<file path="src/rtl/instruction_fetch_if.sv">
// instruction_fetch_if: control and memory signals of the fetch stage.
// master: drives start/stall/branch and returns imem_rdata; observes the IF/ID outputs.
// slave: the fetch stage itself.
interface instruction_fetch_if #(
    parameter int PC_WIDTH = 32
);
    logic                start;
    logic                stall;
    logic                branch_taken;
    logic [PC_WIDTH-1:0] branch_target;
    logic                imem_en;
    logic [PC_WIDTH-1:0] imem_addr;
    logic [31:0]         imem_rdata;
    logic [31:0]         instr_out;
    logic [PC_WIDTH-1:0] pc_out;
    logic                valid_out;
    logic                halted;
    logic [15:0]         fetch_count;

    modport master (
        output start, stall, branch_taken, branch_target, imem_rdata,
        input  imem_en, imem_addr, instr_out, pc_out, valid_out, halted, fetch_count
    );

    modport slave (
        input  start, stall, branch_taken, branch_target, imem_rdata,
        output imem_en, imem_addr, instr_out, pc_out, valid_out, halted, fetch_count
    );
endinterface

</file>
<file path="src/rtl/instruction_fetch.sv">
// instruction_fetch: PC register, instruction-memory read and IF/ID pipeline register.
// clk, reset_n (async, active-low); bus (slave): start/stall/branch inputs,
// imem_en/imem_addr/imem_rdata memory port, instr_out/pc_out/valid_out IF/ID outputs,
// halted status and saturating fetch_count.
module instruction_fetch #(
    parameter int                  PC_WIDTH   = 32,
    parameter int                  PC_INC     = 4,
    parameter logic [PC_WIDTH-1:0] RESET_PC   = '0,
    parameter logic [31:0]         NOP_INSTR  = 32'hF000_0000,
    parameter logic [31:0]         HALT_INSTR = 32'h0000_0000
) (
    input logic                    clk,
    input logic                    reset_n,
    instruction_fetch_if.slave     bus
);
    typedef enum logic [1:0] {IDLE = 2'd0, RUN = 2'd1, HALTED = 2'd2} state_t;

    state_t              state_q, state_d;
    logic [PC_WIDTH-1:0] pc_q, pc_d;
    logic [PC_WIDTH-1:0] pc_out_q, pc_out_d;
    logic [31:0]         instr_q, instr_d;
    logic                valid_q, valid_d;
    logic [15:0]         fetch_count_q, fetch_count_d;

    always_ff @(posedge clk or negedge reset_n) begin
        if (!reset_n) begin
            state_q       <= IDLE;
            pc_q          <= RESET_PC;
            pc_out_q      <= '0;
            instr_q       <= NOP_INSTR;
            valid_q       <= 1'b0;
            fetch_count_q <= '0;
        end else begin
            state_q       <= state_d;
            pc_q          <= pc_d;
            pc_out_q      <= pc_out_d;
            instr_q       <= instr_d;
            valid_q       <= valid_d;
            fetch_count_q <= fetch_count_d;
        end
    end

    always_comb begin
        state_d       = state_q;
        pc_d          = pc_q;
        pc_out_d      = pc_out_q;
        instr_d       = instr_q;
        valid_d       = valid_q;
        fetch_count_d = fetch_count_q;
        case (state_q)
            IDLE: if (bus.start) state_d = RUN;
            RUN: begin
                // Redirect outranks stall so a resolved branch is never lost behind a hazard.
                if (bus.branch_taken) begin
                    pc_d    = bus.branch_target;
                    instr_d = NOP_INSTR;
                    valid_d = 1'b0;
                end else if (!bus.stall) begin
                    if (bus.imem_rdata == HALT_INSTR) begin
                        state_d = HALTED;
                        instr_d = NOP_INSTR;
                        valid_d = 1'b0;
                    end else begin
                        instr_d       = bus.imem_rdata;
                        pc_out_d      = pc_q;
                        valid_d       = 1'b1;
                        pc_d          = pc_q + PC_WIDTH'(PC_INC);
                        fetch_count_d = (fetch_count_q == 16'hFFFF) ? fetch_count_q : fetch_count_q + 16'd1;
                    end
                end
            end
            HALTED: if (bus.start) begin
                state_d       = RUN;
                pc_d          = RESET_PC;
                fetch_count_d = '0;
            end
            default: begin
                state_d = IDLE;
                instr_d = NOP_INSTR;
                valid_d = 1'b0;
            end
        endcase
    end

    assign bus.imem_en     = (state_q == RUN);
    assign bus.imem_addr   = pc_q;
    assign bus.halted      = (state_q == HALTED);
    assign bus.instr_out   = instr_q;
    assign bus.pc_out      = pc_out_q;
    assign bus.valid_out   = valid_q;
    assign bus.fetch_count = fetch_count_q;
endmodule

</file>
<file path="src/flat_wrapper.sv">
// flat-port wrapper written by rule: the top's interface ports become plain ports
module instruction_fetch_flat 
#(
    parameter int                  PC_WIDTH   = 32,
    parameter int                  PC_INC     = 4,
    parameter logic [PC_WIDTH-1:0] RESET_PC   = '0,
    parameter logic [31:0]         NOP_INSTR  = 32'hF000_0000,
    parameter logic [31:0]         HALT_INSTR = 32'h0000_0000
)
  (clk, reset_n, bus_start, bus_stall, bus_branch_taken, bus_branch_target, bus_imem_rdata, bus_imem_en, bus_imem_addr, bus_instr_out, bus_pc_out, bus_valid_out, bus_halted, bus_fetch_count);
  instruction_fetch_if #(.PC_WIDTH(PC_WIDTH)) bus_i ();
  input logic clk;
  input logic reset_n;
  input wire logic [$bits(bus_i.start)-1:0] bus_start;
  input wire logic [$bits(bus_i.stall)-1:0] bus_stall;
  input wire logic [$bits(bus_i.branch_taken)-1:0] bus_branch_taken;
  input wire logic [$bits(bus_i.branch_target)-1:0] bus_branch_target;
  input wire logic [$bits(bus_i.imem_rdata)-1:0] bus_imem_rdata;
  output wire logic [$bits(bus_i.imem_en)-1:0] bus_imem_en;
  output wire logic [$bits(bus_i.imem_addr)-1:0] bus_imem_addr;
  output wire logic [$bits(bus_i.instr_out)-1:0] bus_instr_out;
  output wire logic [$bits(bus_i.pc_out)-1:0] bus_pc_out;
  output wire logic [$bits(bus_i.valid_out)-1:0] bus_valid_out;
  output wire logic [$bits(bus_i.halted)-1:0] bus_halted;
  output wire logic [$bits(bus_i.fetch_count)-1:0] bus_fetch_count;
  assign bus_i.start = bus_start;
  assign bus_i.stall = bus_stall;
  assign bus_i.branch_taken = bus_branch_taken;
  assign bus_i.branch_target = bus_branch_target;
  assign bus_i.imem_rdata = bus_imem_rdata;
  assign bus_imem_en = bus_i.imem_en;
  assign bus_imem_addr = bus_i.imem_addr;
  assign bus_instr_out = bus_i.instr_out;
  assign bus_pc_out = bus_i.pc_out;
  assign bus_valid_out = bus_i.valid_out;
  assign bus_halted = bus_i.halted;
  assign bus_fetch_count = bus_i.fetch_count;
  instruction_fetch #(.PC_WIDTH(PC_WIDTH), .PC_INC(PC_INC), .RESET_PC(RESET_PC), .NOP_INSTR(NOP_INSTR), .HALT_INSTR(HALT_INSTR)) u_core (.clk(clk), .reset_n(reset_n), .bus(bus_i));
endmodule
</file>
<file path="config.mk">
export PLATFORM = sky130hd
export DESIGN_NAME = instruction_fetch_flat
export DESIGN_NICKNAME = d
export VERILOG_FILES = /design/src/rtl/instruction_fetch_if.sv /design/src/rtl/instruction_fetch.sv /design/src/flat_wrapper.sv
export SDC_FILE = /design/constraint.sdc
export NUM_CORES = 1
export LEC_CHECK = 0
export ABC_AREA = 1
export BUFFER_PORTS_ARGS = -buffer_cell sky130_fd_sc_hd__buf_2
export CORE_ASPECT_RATIO = 0.5
export CORE_MARGIN = 4
export CORE_UTILIZATION = 56
export DETAILED_ROUTE_END_ITERATION = 7
export PLACE_DENSITY = 0.86
export SETUP_SLACK_MARGIN = 0.2
export SKIP_LAST_GASP = 1
export SLEW_MARGIN = 20
export SYNTH_ARGS = -nofsm -noshare
export SYNTH_HDL_FRONTEND = slang
export SYNTH_SLANG_ARGS = --single-unit
export TNS_END_PERCENT = 10
</file>
<file path="constraint.sdc">
create_clock -name clk -period 5.2 [get_ports clk]
set_clock_uncertainty 0.1 [all_clocks]
set_input_delay 1.04 -clock clk [delete_from_list [all_inputs] [get_ports clk]]
set_output_delay 1.04 -clock clk [all_outputs]
set_load 0.05 [all_outputs]
</file>
==> results of run 1 <==
## cell type report
type	instances	area (um2)	share of cell area (%)
Sequential cell	115	2880	37.3
Multi-Input combinational cell	625	2810	36.4
Timing Repair Buffer	185	933	12.1
Clock buffer	20	467	6.03
Inverter	76	285	3.69
Clock inverter	12	179	2.31
Tap cell	140	175	2.27
## cells by family (layout without fill, tap and decap cells)
group | count (synthesis) | count (layout) | share of synthesized area [%]
adder cells (fa/ha/maj) | 5 | 5 | 1.02
buffers and inverters | 105 | 293 | 7.26
AND/OR/NAND/NOR | 506 | 506 | 34.2
AO/OA/AOI/OAI | 104 | 104 | 9.04
XOR/XNOR | 10 | 10 | 1.43
flip-flops | 115 | 115 | 47.0
## power groups by stage
stage | logic (W) | registers [W] | clock network [W]
3_3_place_gp | 0.00238 | 0.00153 | 0
2_1_floorplan | 0.000742 | 0.00263 | 0
5_1_grt | 0.00262 | 0.00159 | 0.00132
6_report | 0.00244 | 0.00155 | 0.00126
3_5_place_dp | 0.00244 | 0.00154 | 0
4_1_cts | 0.00245 | 0.00153 | 0.00127
## layer usage
layer	track usage (%)	vias up	wire length, um
met2	45.8	315	8010
met3	5.68	29	1420
li1	-	3038	-
met5	0	-	0
met1	37.3	2910	7690
met4	9.00	0	297
## registers in the layout (all words and copies together) (netlist names)
signal / flops
u_core.state_q: 2
u_core.bus.instr_out: 32
u_core.bus.fetch_count: 16
u_core.bus.imem_addr: 32
u_core.bus.valid_out: 1
u_core.bus.pc_out: 32
## final timing paths
path	startpoint	to	slack, ns	depth (start not counted)
setup / recovery	bus_branch_taken	u_core.bus.instr_out[30]	1.78	10
hold / removal	u_core.bus.pc_out[23]	u_core.bus.pc_out[23]	0.38	2
setup reg to reg	u_core.state_q[0]	u_core.bus.fetch_count[7]	2.10	8
hold reg to reg	u_core.bus.pc_out[23]	u_core.bus.pc_out[23]	0.38	2
max in group asynchronous	reset_n	u_core.bus.pc_out[18]	3.50	2
min in group asynchronous	reset_n	u_core.bus.instr_out[14]	0.46	1
## worst reg2reg max path, delay by kind of cell, from the launching register on
family / cells / cell delay [ns]
adder cells (fa/ha/maj): 1 / 0.34
AO/OA/AOI/OAI: 2 / 0.37
flip-flops: 1 / 0.38
AND/OR/NAND/NOR: 3 / 0.90
buffers and inverters: 2 / 0.88
## cells in the mapped netlist, types with 5 or more instances
cell type  instances
inv_2              5
buf_4              9
xor2_1             8
nand3_1           85
o21ai_1            7
a21oi_1            5
or2_2              6
buf_2             13
o21ai_0           82
nor2_1            70
dfrtp_1          111
inv_1             71
ha_1               5
nand2_1          323
## through the flow
stage          power, W  util, %  std cells  hold WS (ns)
2_1_floorplan   0.00337        -        845         0.367
3_3_place_gp    0.00392     67.8       1141         0.361
3_5_place_dp    0.00398     67.8       1141         0.362
4_1_cts         0.00525     74.0       1173         0.377
5_1_grt         0.00554     74.1       1173         0.390
6_report        0.00525     74.1       1173         0.377
==> summary.txt, run 1 <==
STA
  – Final Max Slew Viols: 0
  – RSZ-0062 raised after global routing: no
  – Final WS setup: 1.78 ns
  – Relative slew slack: 31.3%
  – Count of final setup violators: 0
  – Slew @ Worst Pin: just over 1 ns
  – Final Cycle Share: 65.7%
  – Setup tns final: 0 ns
  – Final Hold Fails: 0
  – Fin crit period: 3.42 ns
  – Fmax: 293 MHz

Synthesis
  – Sequential fraction of the synthesis area: 47.0%
  – Post-synth ARST share: 100%
  – Yosys warnings: 0
  – Synth Cell Area: 6130 um2
  – Yosys cell types: 35
  – Syn_area_per_cell: 7.26 um2
  – Largest cells by area after synthesis: dfrtp_1 (45%), nand2_1 (20%), nand3_1 (6.9%), o21ai_0 (6.7%), inv_1 (4.3%)
  – Cells after synthesis: 845
  – Synth Net Count: ~920
  – Predominant post-synthesis flop cell: dfrtp_1
  – FF+latch count, synth: ~120
  – Cell taking the most area after synthesis: dfrtp_1
  – Top-area cell type share of the netlist area: a little under half
  – Post-synth EDFFs: 0

Power and ir drop
  – Max VDD drop: around 0.38 mV
  – Switching share of total power: 50.3%
  – Static Leak: 4.15 nW
  – Clock share of power: 24.1%
  – Internal cell power: ~0.0026 W
  – Power Density: 679 nW/um2
  – Power share of the sequential group: just under 30%
  – Logic pwr share: around 47%
  – Sw Pwr: 0.00264 W

Clocking
  – CTS Sinks: 115
  – Clk Latency, worst-skew pair: 0.42 ns
  – CTS tree: done
  – Htree depth: 4
  – # hold bufs at CTS: 0
  – Bufs on Longest Clock Path: 2
  – Postcts setup bufs: 0
  – CTS buffer count: 17
  – Post-CTS Resized: 0
  – CTS root buf: clkbuf_16
  – CTS clk-pin slew, worst paths: 0.06 ns

Finish
  – Number of diodes: 0
  – Most frequent cells in the layout: nand2_1 (323), buf_2 (182), dfrtp_1 (111)
  – Final Cell Area: roughly 7700 um2
  – Nets: ~1100
  – Most common cell after layout, fill and taps aside: nand2_1
  – Area grow syn2layout: 26.1%
  – Layout cell share with drive strength beyond 1: 23.6%
  – Filler cells: 843

Placement
  – Port buffer count: 183
  – Area after DPL: slightly above 7000 um2
  – DP Worst Slack: 1.43 ns
  – Hpwl dp: 12400 um
  – Routability-driven placement congestion ratio: 0.937

Setup path
  – CP required: 5.44 ns
  – Worst EP arrival: about 3.7 ns
  – Slowest CP cell: nand2_1
  – Worst-path fanout max: 30
  – Max stage delay on crit path: between 0.5 and 0.6 ns
  – Kind of critical path: in -> reg
  – Buf+Inv Stages, Crit Path: 4
  – Crit path top cell by count: nand2_1
  – Critical path startpoint category: input port
  – Crit path max-delay family: simple AND/OR/NAND/NOR gates
  – CP Capture Type: flop
  – CP cell instances: buf_2, nor2_8, nand2_1, nand2_1, inv_2, nand2_1, inv_2, nand2_1, o22ai_1, inv_1

Job
  – Max cap viols: 0

Route
  – Drt first pass iters: 6
  – Number of vias per cell: 5.36
  – Final WL: 17400 um
  – DRT iter0 DRCs: between 500 and 600
  – DRC: 0
  – DR vias: 6292
  – DRT antenna net count: 0
  – Post-DR wirelength/cell: 14.8 um

Die
  – Num rows: 26
  – Die width: 156 um
  – Initial Util: approximately three fifths
  – Die area: 12800 um2
  – Io pins: roughly 180
  – Die Y: 82.0 um
  – Core area: 10400 um2

Global route
  – Global-route wire length before repair: around 28000 um
  – Initial antenna violation count: 0
  – Largest net degree at the start of global routing: 65
  – Gr ovfl total: 0
  – Vias in the first global route: 5809
  – GR Util All Layers: ~28%

Min path
  – Hold crit path type: reg -> reg

Outcome
  – Outcome: finished clean
No activity file was read; power rests on OpenSTA's default activity.
==> run 2, diff against run 1 <==
--- a/config.mk
+++ b/config.mk
@@ -9,9 +9,9 @@
 export BUFFER_PORTS_ARGS = -buffer_cell sky130_fd_sc_hd__buf_2
 export CORE_ASPECT_RATIO = 0.5
 export CORE_MARGIN = 4
-export CORE_UTILIZATION = 56
+export CORE_UTILIZATION = 47
 export DETAILED_ROUTE_END_ITERATION = 7
-export PLACE_DENSITY = 0.86
+export PLACE_DENSITY = 0.77
 export SETUP_SLACK_MARGIN = 0.2
 export SKIP_LAST_GASP = 1
 export SLEW_MARGIN = 20
==> constraint.sdc (replaced) <==
create_clock -name clk -period 2.9 [get_ports clk]
set_clock_uncertainty 0.1 [all_clocks]
set_input_delay 0.58 -clock clk [delete_from_list [all_inputs] [get_ports clk]]
set_output_delay 0.58 -clock clk [all_outputs]
set_load 0.05 [all_outputs]
==> run 2 against run 1 <==
Against the previous run: global-route usage down 4.5 points; highest routed layer unchanged; utilization down 12 points; sequential power up 78%; first-iteration DRC count down 16%; routed wire length down 0.16%; flip-flop and latch count unchanged; non-clock buffer count up 5; critical path depth up 2.
==> summary.txt, run 2 (synthesis results as in run 1) <==
Outcome
  – Outcome: finished clean (unchanged)

Setup path
  – CP required: 3.14 ns (was 5.44 ns)
  – Slowest CP cell: dfrtp_1 (was nand2_1)
  – Critical path startpoint category: flop (was input port)
  – CP Capture Type: flop (unchanged)
  – CP cell instances: inv_1, ha_1, inv_2, nor2_8, nand2_1, nand2_1, inv_2, nand2_1, inv_2, nand2_1, o22ai_1, inv_1 (was buf_2, nor2_8, nand2_1, nand2_1, inv_2, nand2_1, inv_2, nand2_1, o22ai_1, inv_1)
  – RR Endpoint: u_core.bus.instr_out[29] (was u_core.bus.fetch_count[7])
  – Crit path top cell by count: nand2_1 (unchanged)
  – Worst-path fanout max: 21 (was 30)
  – Crit path from: u_core.state_q[1] (was bus_branch_taken)
  – Reg-to-reg startpoint: u_core.state_q[1] (was u_core.state_q[0])
  – Crit path max-delay family: buffers and inverters (was simple AND/OR/NAND/NOR gates)
  – Kind of critical path: reg -> reg (was in -> reg)
  – Max stage delay on crit path: 0.36 ns (was 0.58 ns)
  – Worst EP arrival: 2.59 ns (was 3.66 ns)
  – FF-to-FF path depth: 12 (was 8)
  – R2r setup slk: 0.55 ns (was 2.10 ns)
  – Buf+Inv Stages, Crit Path: 5 (was 4)

Clocking
  – CTS clk-pin slew, worst paths: 0.06 ns (about the same)
  – CTS Sinks: 115 (unchanged)
  – CTS tree: done (unchanged)
  – Postcts setup bufs: 0 (unchanged)
  – CTS root buf: clkbuf_16 (unchanged)
  – Clk Latency, worst-skew pair: 0.41 ns (was 0.42 ns)
  – Htree depth: 4 (unchanged)
  – CTS buffer count: 17 (unchanged)
  – Post-CTS Resized: 0 (unchanged)
  – # hold bufs at CTS: 0 (unchanged)
  – Bufs on Longest Clock Path: 2 (unchanged)

Placement
  – DP Worst Slack: 0.457 ns (was 1.43 ns)
  – Routability-driven placement congestion ratio: 0.942 (was 0.937)
  – Port buffer count: 183 (unchanged)
  – Area after DPL: 7180 um2 (was 7080 um2)
  – Hpwl dp: 12200 um (was 12400 um)

STA
  – Count of final setup violators: 0 (unchanged)
  – Setup tns final: 0 ns (unchanged)
  – Slew @ Worst Pin: 0.677 ns (was 1.03 ns)
  – Final Hold Fails: 0 (unchanged)
  – Worst hold slack: 0.0142 ns (was 0.377 ns)
  – Final Cycle Share: about 80%
  – Relative slew slack: 54.8% (was 31.3%)
  – Fin crit period: ~2.4 ns
  – Final WS setup: 0.550 ns (was 1.78 ns)
  – Final Max Slew Viols: 0 (unchanged)
  – Fmax: 425 MHz
  – RSZ-0062 raised after global routing: no (unchanged)

Route
  – DRC: 0 (unchanged)
  – Final WL: 17400 um (about the same)
  – DR vias: 6138 (was 6292)
  – Post-DR wirelength/cell: 14.4 um (was 14.8 um)
  – Number of vias per cell: 5.08 (was 5.36)
  – DRT iter0 DRCs: 467 (was 557)
  – Drt first pass iters: 5 (was 6)
  – DRT antenna net count: 0 (unchanged)

Power and ir drop
  – Power Density: 1210 nW/um2 (was 679 nW/um2)
  – Static Leak: 4.19 nW (was 4.15 nW)
  – Max VDD drop: 0.649 mV (was 0.377 mV)

Finish
  – Most common cell after layout, fill and taps aside: nand2_1 (unchanged)
  – Nets: 1099 (was 1094)
  – Area grow syn2layout: 27.8% (was 26.1%)
  – Layout cell share with drive strength beyond 1: 24.0% (was 23.6%)
  – Final Cell Area: 7840 um2 (was 7730 um2)
  – Number of diodes: 0 (unchanged)
  – Most frequent cells in the layout: nand2_1 (323), buf_2 (182), dfrtp_1 (111) (unchanged)

Die
  – Core area: 12700 um2 (was 10400 um2)
  – Die area: 15000 um2 (was 12800 um2)
  – Die width: 170 um (was 156 um)
  – Initial Util: 48.3% (was 58.7%)
  – Io pins: 184 (unchanged)
  – Num rows: 29 (was 26)
  – Die Y: 88.8 um (was 82.0 um)

Job
  – Max cap viols: 0 (unchanged)

Global route
  – Largest net degree at the start of global routing: 65 (unchanged)
  – Vias in the first global route: 5759 (was 5809)
  – GR Util All Layers: 23.3% (was 27.7%)
  – Initial antenna violation count: 0 (unchanged)
  – Global-route wire length before repair: 28300 um (about the same)
  – Gr ovfl total: 0 (unchanged)

Min path
  – Hold crit path type: in -> async (was reg -> reg)
run 2: cell types whose count changed in the layout (fill, tap and decap cells not counted), sizes merged:
cell / change
clkinvlp: -1
buf: +5
clkbuf: +1
run 2: routing by layer:
| layer | GRT usage [%] | vias up | routed length, um |
|---|---|---|---|
| met3 | 5.22 | 26 | 1060 |
| met4 | 6.65 | 0 | 255 |
| met2 | 39.4 | 205 | 8310 |
| li1 | - | 3047 | - |
| met5 | 0 | - | 0 |
| met1 | 30.6 | 2860 | 7760 |
run 2: worst reg2reg max path, stage by stage (launching register included):
cell     delay [ns]
dfrtp_1        0.36
inv_1          0.07
ha_1           0.27
inv_2          0.16
nor2_8         0.06
nand2_1        0.08
nand2_1        0.08
inv_2          0.10
nand2_1        0.08
inv_2          0.29
nand2_1        0.34
o22ai_1        0.23
inv_1          0.06
run 2: final cells by class:
class                      instances  area, um2
timing repair buffer             190        996
fill                            1176       4860
multi-input combinational        625       2800
inverter                          76        285
sequential                       115       2880
clock buffer                      21        480
tap                              170        213
clock inverter                    11        175
run 2: worst max-delay path by stage:
| stage | cells past startpoint | endpoint | slack, ns |
|---|---|---|---|
| 4_1_cts | 11 | u_core.bus.instr_out[4] | 0.56 |
| 2_1_floorplan | 12 | u_core.bus.instr_out[12] | 0.76 |
| 3_5_place_dp | 6 | u_core.bus.fetch_count[9] | 0.46 |
| 3_3_place_gp | 6 | u_core.bus.fetch_count[0] | 0.57 |
| 6_report | 12 | u_core.bus.instr_out[29] | 0.55 |
| 5_1_grt | 11 | u_core.bus.instr_out[8] | 0.34 |
run 2: where the power goes:
group	switching [W]	internal, W
clock	0.000774	0.00153
combinational	0.00341	0.000970
sequential	0.000549	0.00221
total	0.00473	0.00472
run 2: through the flow:
stage	total power (W)	util, %	std cells
after floorplan	0.00605	-	845
after global placement	0.00705	56.5	1176
after detailed placement	0.00714	56.5	1176
after CTS	0.00948	61.7	1208
after global routing	0.00998	61.7	1208
final	0.00945	61.7	1208
==> run 3, diff against run 2 <==
==> constraint.sdc (replaced) <==
create_clock -name clk -period 2.1 [get_ports clk]
set_clock_uncertainty 0.1 [all_clocks]
set_input_delay 0.42 -clock clk [delete_from_list [all_inputs] [get_ports clk]]
set_output_delay 0.42 -clock clk [all_outputs]
set_load 0.05 [all_outputs]
==> run 3 against run 2 <==
Against the previous run: global-route usage is 1.2 points higher; final area is 4.9% higher; highest routed layer unchanged; critical endpoint is now bus_imem_en; total power is 43% higher; sequential power is 38% higher; setup slack worse by 0.33 ns.
==> summary.txt, run 3 (synthesis results as in run 1) <==
Placement
  – Hpwl dp: 12700 um (was 12200 um)
  – Inst Count DP: 1189 (was 1176)
  – Port buffer count: 183 (unchanged)
  – DP Worst Slack: -0.0445 ns (was 0.457 ns)
  – Area after DPL: 7330 um2 (was 7180 um2)
  – Routability-driven placement congestion ratio: 0.952 (was 0.942)

STA
  – RSZ-0062 raised after global routing: yes (was no)
  – Final Max Slew Viols: 0 (unchanged)
  – Setup tns final: 0 ns (unchanged)
  – Slew @ Worst Pin: 0.514 ns (was 0.677 ns)
  – Final WS setup: 0.216 ns (was 0.550 ns)
  – Final Hold Fails: 0 (unchanged)
  – Final Cycle Share: 89.7%
  – Fmax: 531 MHz
  – Relative slew slack: 65.7% (was 54.8%)
  – Count of final setup violators: 0 (unchanged)
  – Fin crit period: 1.88 ns

Die
  – Core area: 12700 um2 (unchanged)
  – Die Y: 88.8 um (unchanged)
  – Die area: 15000 um2 (unchanged)
  – Num rows: 29 (unchanged)
  – Io pins: 184 (unchanged)
  – Initial Util: 48.3% (unchanged)
  – Die width: 170 um (unchanged)

Clocking
  – CTS clk-pin slew, worst paths: 0.06 ns (about the same)
  – CTS buffer count: 17 (unchanged)
  – Htree depth: 4 (unchanged)
  – Clk Latency, worst-skew pair: 0.41 ns (about the same)
  – CTS Sinks: 115 (unchanged)
  – CTS tree: done (unchanged)
  – Bufs on Longest Clock Path: 2 (unchanged)
  – CTS root buf: clkbuf_16 (unchanged)

Setup path
  – Slowest CP cell: dfrtp_1 (unchanged)
  – Critical path startpoint category: flop (unchanged)
  – CP Capture Type: primary output (was flop)
  – Crit path max-delay family: flip-flops (was buffers and inverters)
  – Max stage delay on crit path: 0.42 ns (was 0.36 ns)
  – Worst EP arrival: 1.36 ns (was 2.59 ns)
  – Buf+Inv Stages, Crit Path: 3 (was 5)
  – Kind of critical path: reg -> out (was reg -> reg)
  – Worst-path fanout max: 5 (was 21)
  – CP cell instances: inv_2, ha_4, buf_4, buf_8 (was inv_1, ha_1, inv_2, nor2_8, nand2_1, nand2_1, inv_2, nand2_1, inv_2, nand2_1, o22ai_1, inv_1)
  – CP required: 1.58 ns (was 3.14 ns)

Finish
  – Util after Layout: 64.7% (was 61.7%)
  – Fin cells: 1233 (was 1208)
  – Most frequent cells in the layout: nand2_1 (320), buf_2 (180), dfrtp_1 (106) (was nand2_1 (323), buf_2 (182), dfrtp_1 (111))
  – Area grow syn2layout: 34.0% (was 27.8%)
  – Most common cell after layout, fill and taps aside: nand2_1 (unchanged)
  – Number of diodes: 0 (unchanged)
  – Layout cell share with drive strength beyond 1: 27.5% (was 24.0%)
  – Nets: 1124 (was 1099)
  – Final Cell Area: 8220 um2 (was 7840 um2)

Global route
  – Gr ovfl total: 0 (unchanged)
  – Initial antenna violation count: 0 (unchanged)
  – GR Util All Layers: 24.5% (was 23.3%)
  – Largest net degree at the start of global routing: 65 (unchanged)
  – Global-route wire length before repair: 29800 um (was 28300 um)
  – Vias in the first global route: 6115 (was 5759)

Outcome
  – Outcome: finished clean (unchanged)

Route
  – Number of vias per cell: 5.12 (was 5.08)
  – DRT iter0 DRCs: 632 (was 467)
  – DR vias: 6319 (was 6138)
  – DRC: 0 (unchanged)
  – Final WL: 18200 um (was 17400 um)
  – Post-DR wirelength/cell: 14.8 um (was 14.4 um)
  – Drt first pass iters: 5 (unchanged)
  – DRT antenna net count: 0 (unchanged)

Min path
  – Hold crit path type: in -> reg (was in -> async)

Job
  – Max cap viols: 0 (unchanged)

Power and ir drop
  – Max VDD drop: 0.842 mV (was 0.649 mV)
  – Power Density: 1650 nW/um2 (was 1210 nW/um2)
  – Static Leak: 4.35 nW (was 4.19 nW)
## run 3: cell type report
cell class                      count  area, um2
Inverter                           76        288
Tap cell                          170        213
Fill cell                        1109       4480
Multi-Input combinational cell    626       2930
Clock inverter                     12        204
Sequential cell                   115       2890
Timing Repair Buffer              214       1250
Clock buffer                       20        447
## run 3: final timing paths
path / from / end / slack, ns / depth (start not counted)
worst max-delay path: u_core.state_q[1] / bus_imem_en / 0.22 / 4
min in group asynchronous: reset_n / u_core.bus.imem_addr[22] / 0.42 / 2
max in group asynchronous: reset_n / u_core.bus.pc_out[1] / 0.80 / 3
worst min-delay path: bus_imem_rdata[15] / u_core.bus.instr_out[15] / 0.15 / 3
worst min register to register: u_core.bus.instr_out[18] / u_core.bus.instr_out[18] / 0.37 / 2
worst max register to register: u_core.bus.imem_addr[9] / u_core.bus.imem_addr[29] / 0.24 / 10
## run 3: per-layer routing
metal	track usage, %	vias up	wire [um]	share of wire (%)
li1	-	3103	-	-
met1	32.1	2956	7920	44
met2	42.7	238	8820	48
met3	4.69	22	1260	6.9
met4	5.84	0	193	1.1
met5	0	-	0	0
## run 3: worst reg2reg max path: stages, from the launching register on
cell and delay [ns]:
dfrtp_1 0.46, nand2_1 0.17, nor2_1 0.21, inv_1 0.09, nor2_1 0.30, nand2_1 0.11, nand2_1 0.09, nand3_1 0.07
nand2_1 0.07, nand3_1 0.06, nand2_1 0.07
## run 3: repair_timing
| item | in CTS | in global routing |
|---|---|---|
| pin swaps | 0 | 5 |
| resized for setup | 12 | 31 |
| setup endpoints to repair | 59 | 81 |
| hold endpoints to repair | 30 | 0 |
| hold buffers | 1 | 0 |
| gates cloned | 1 | 0 |
| setup buffers | 5 | 5 |
## run 3: power breakdown
| group | switching (W) | internal, W |
|---|---|---|
| clock | 0.00108 | 0.00214 |
| sequential | 0.000741 | 0.00307 |
| combinational | 0.00488 | 0.00164 |
| total | 0.00670 | 0.00685 |
## run 3: metrics by stage
step	power [W]	hold slack (ns)
2_1_floorplan	0.00839	0.0244
4_1_cts	0.0134	0.137
3_5_place_dp	0.0100	0.333
3_3_place_gp	0.00990	0.331
6_report	0.0135	0.145
5_1_grt	0.0143	0.149
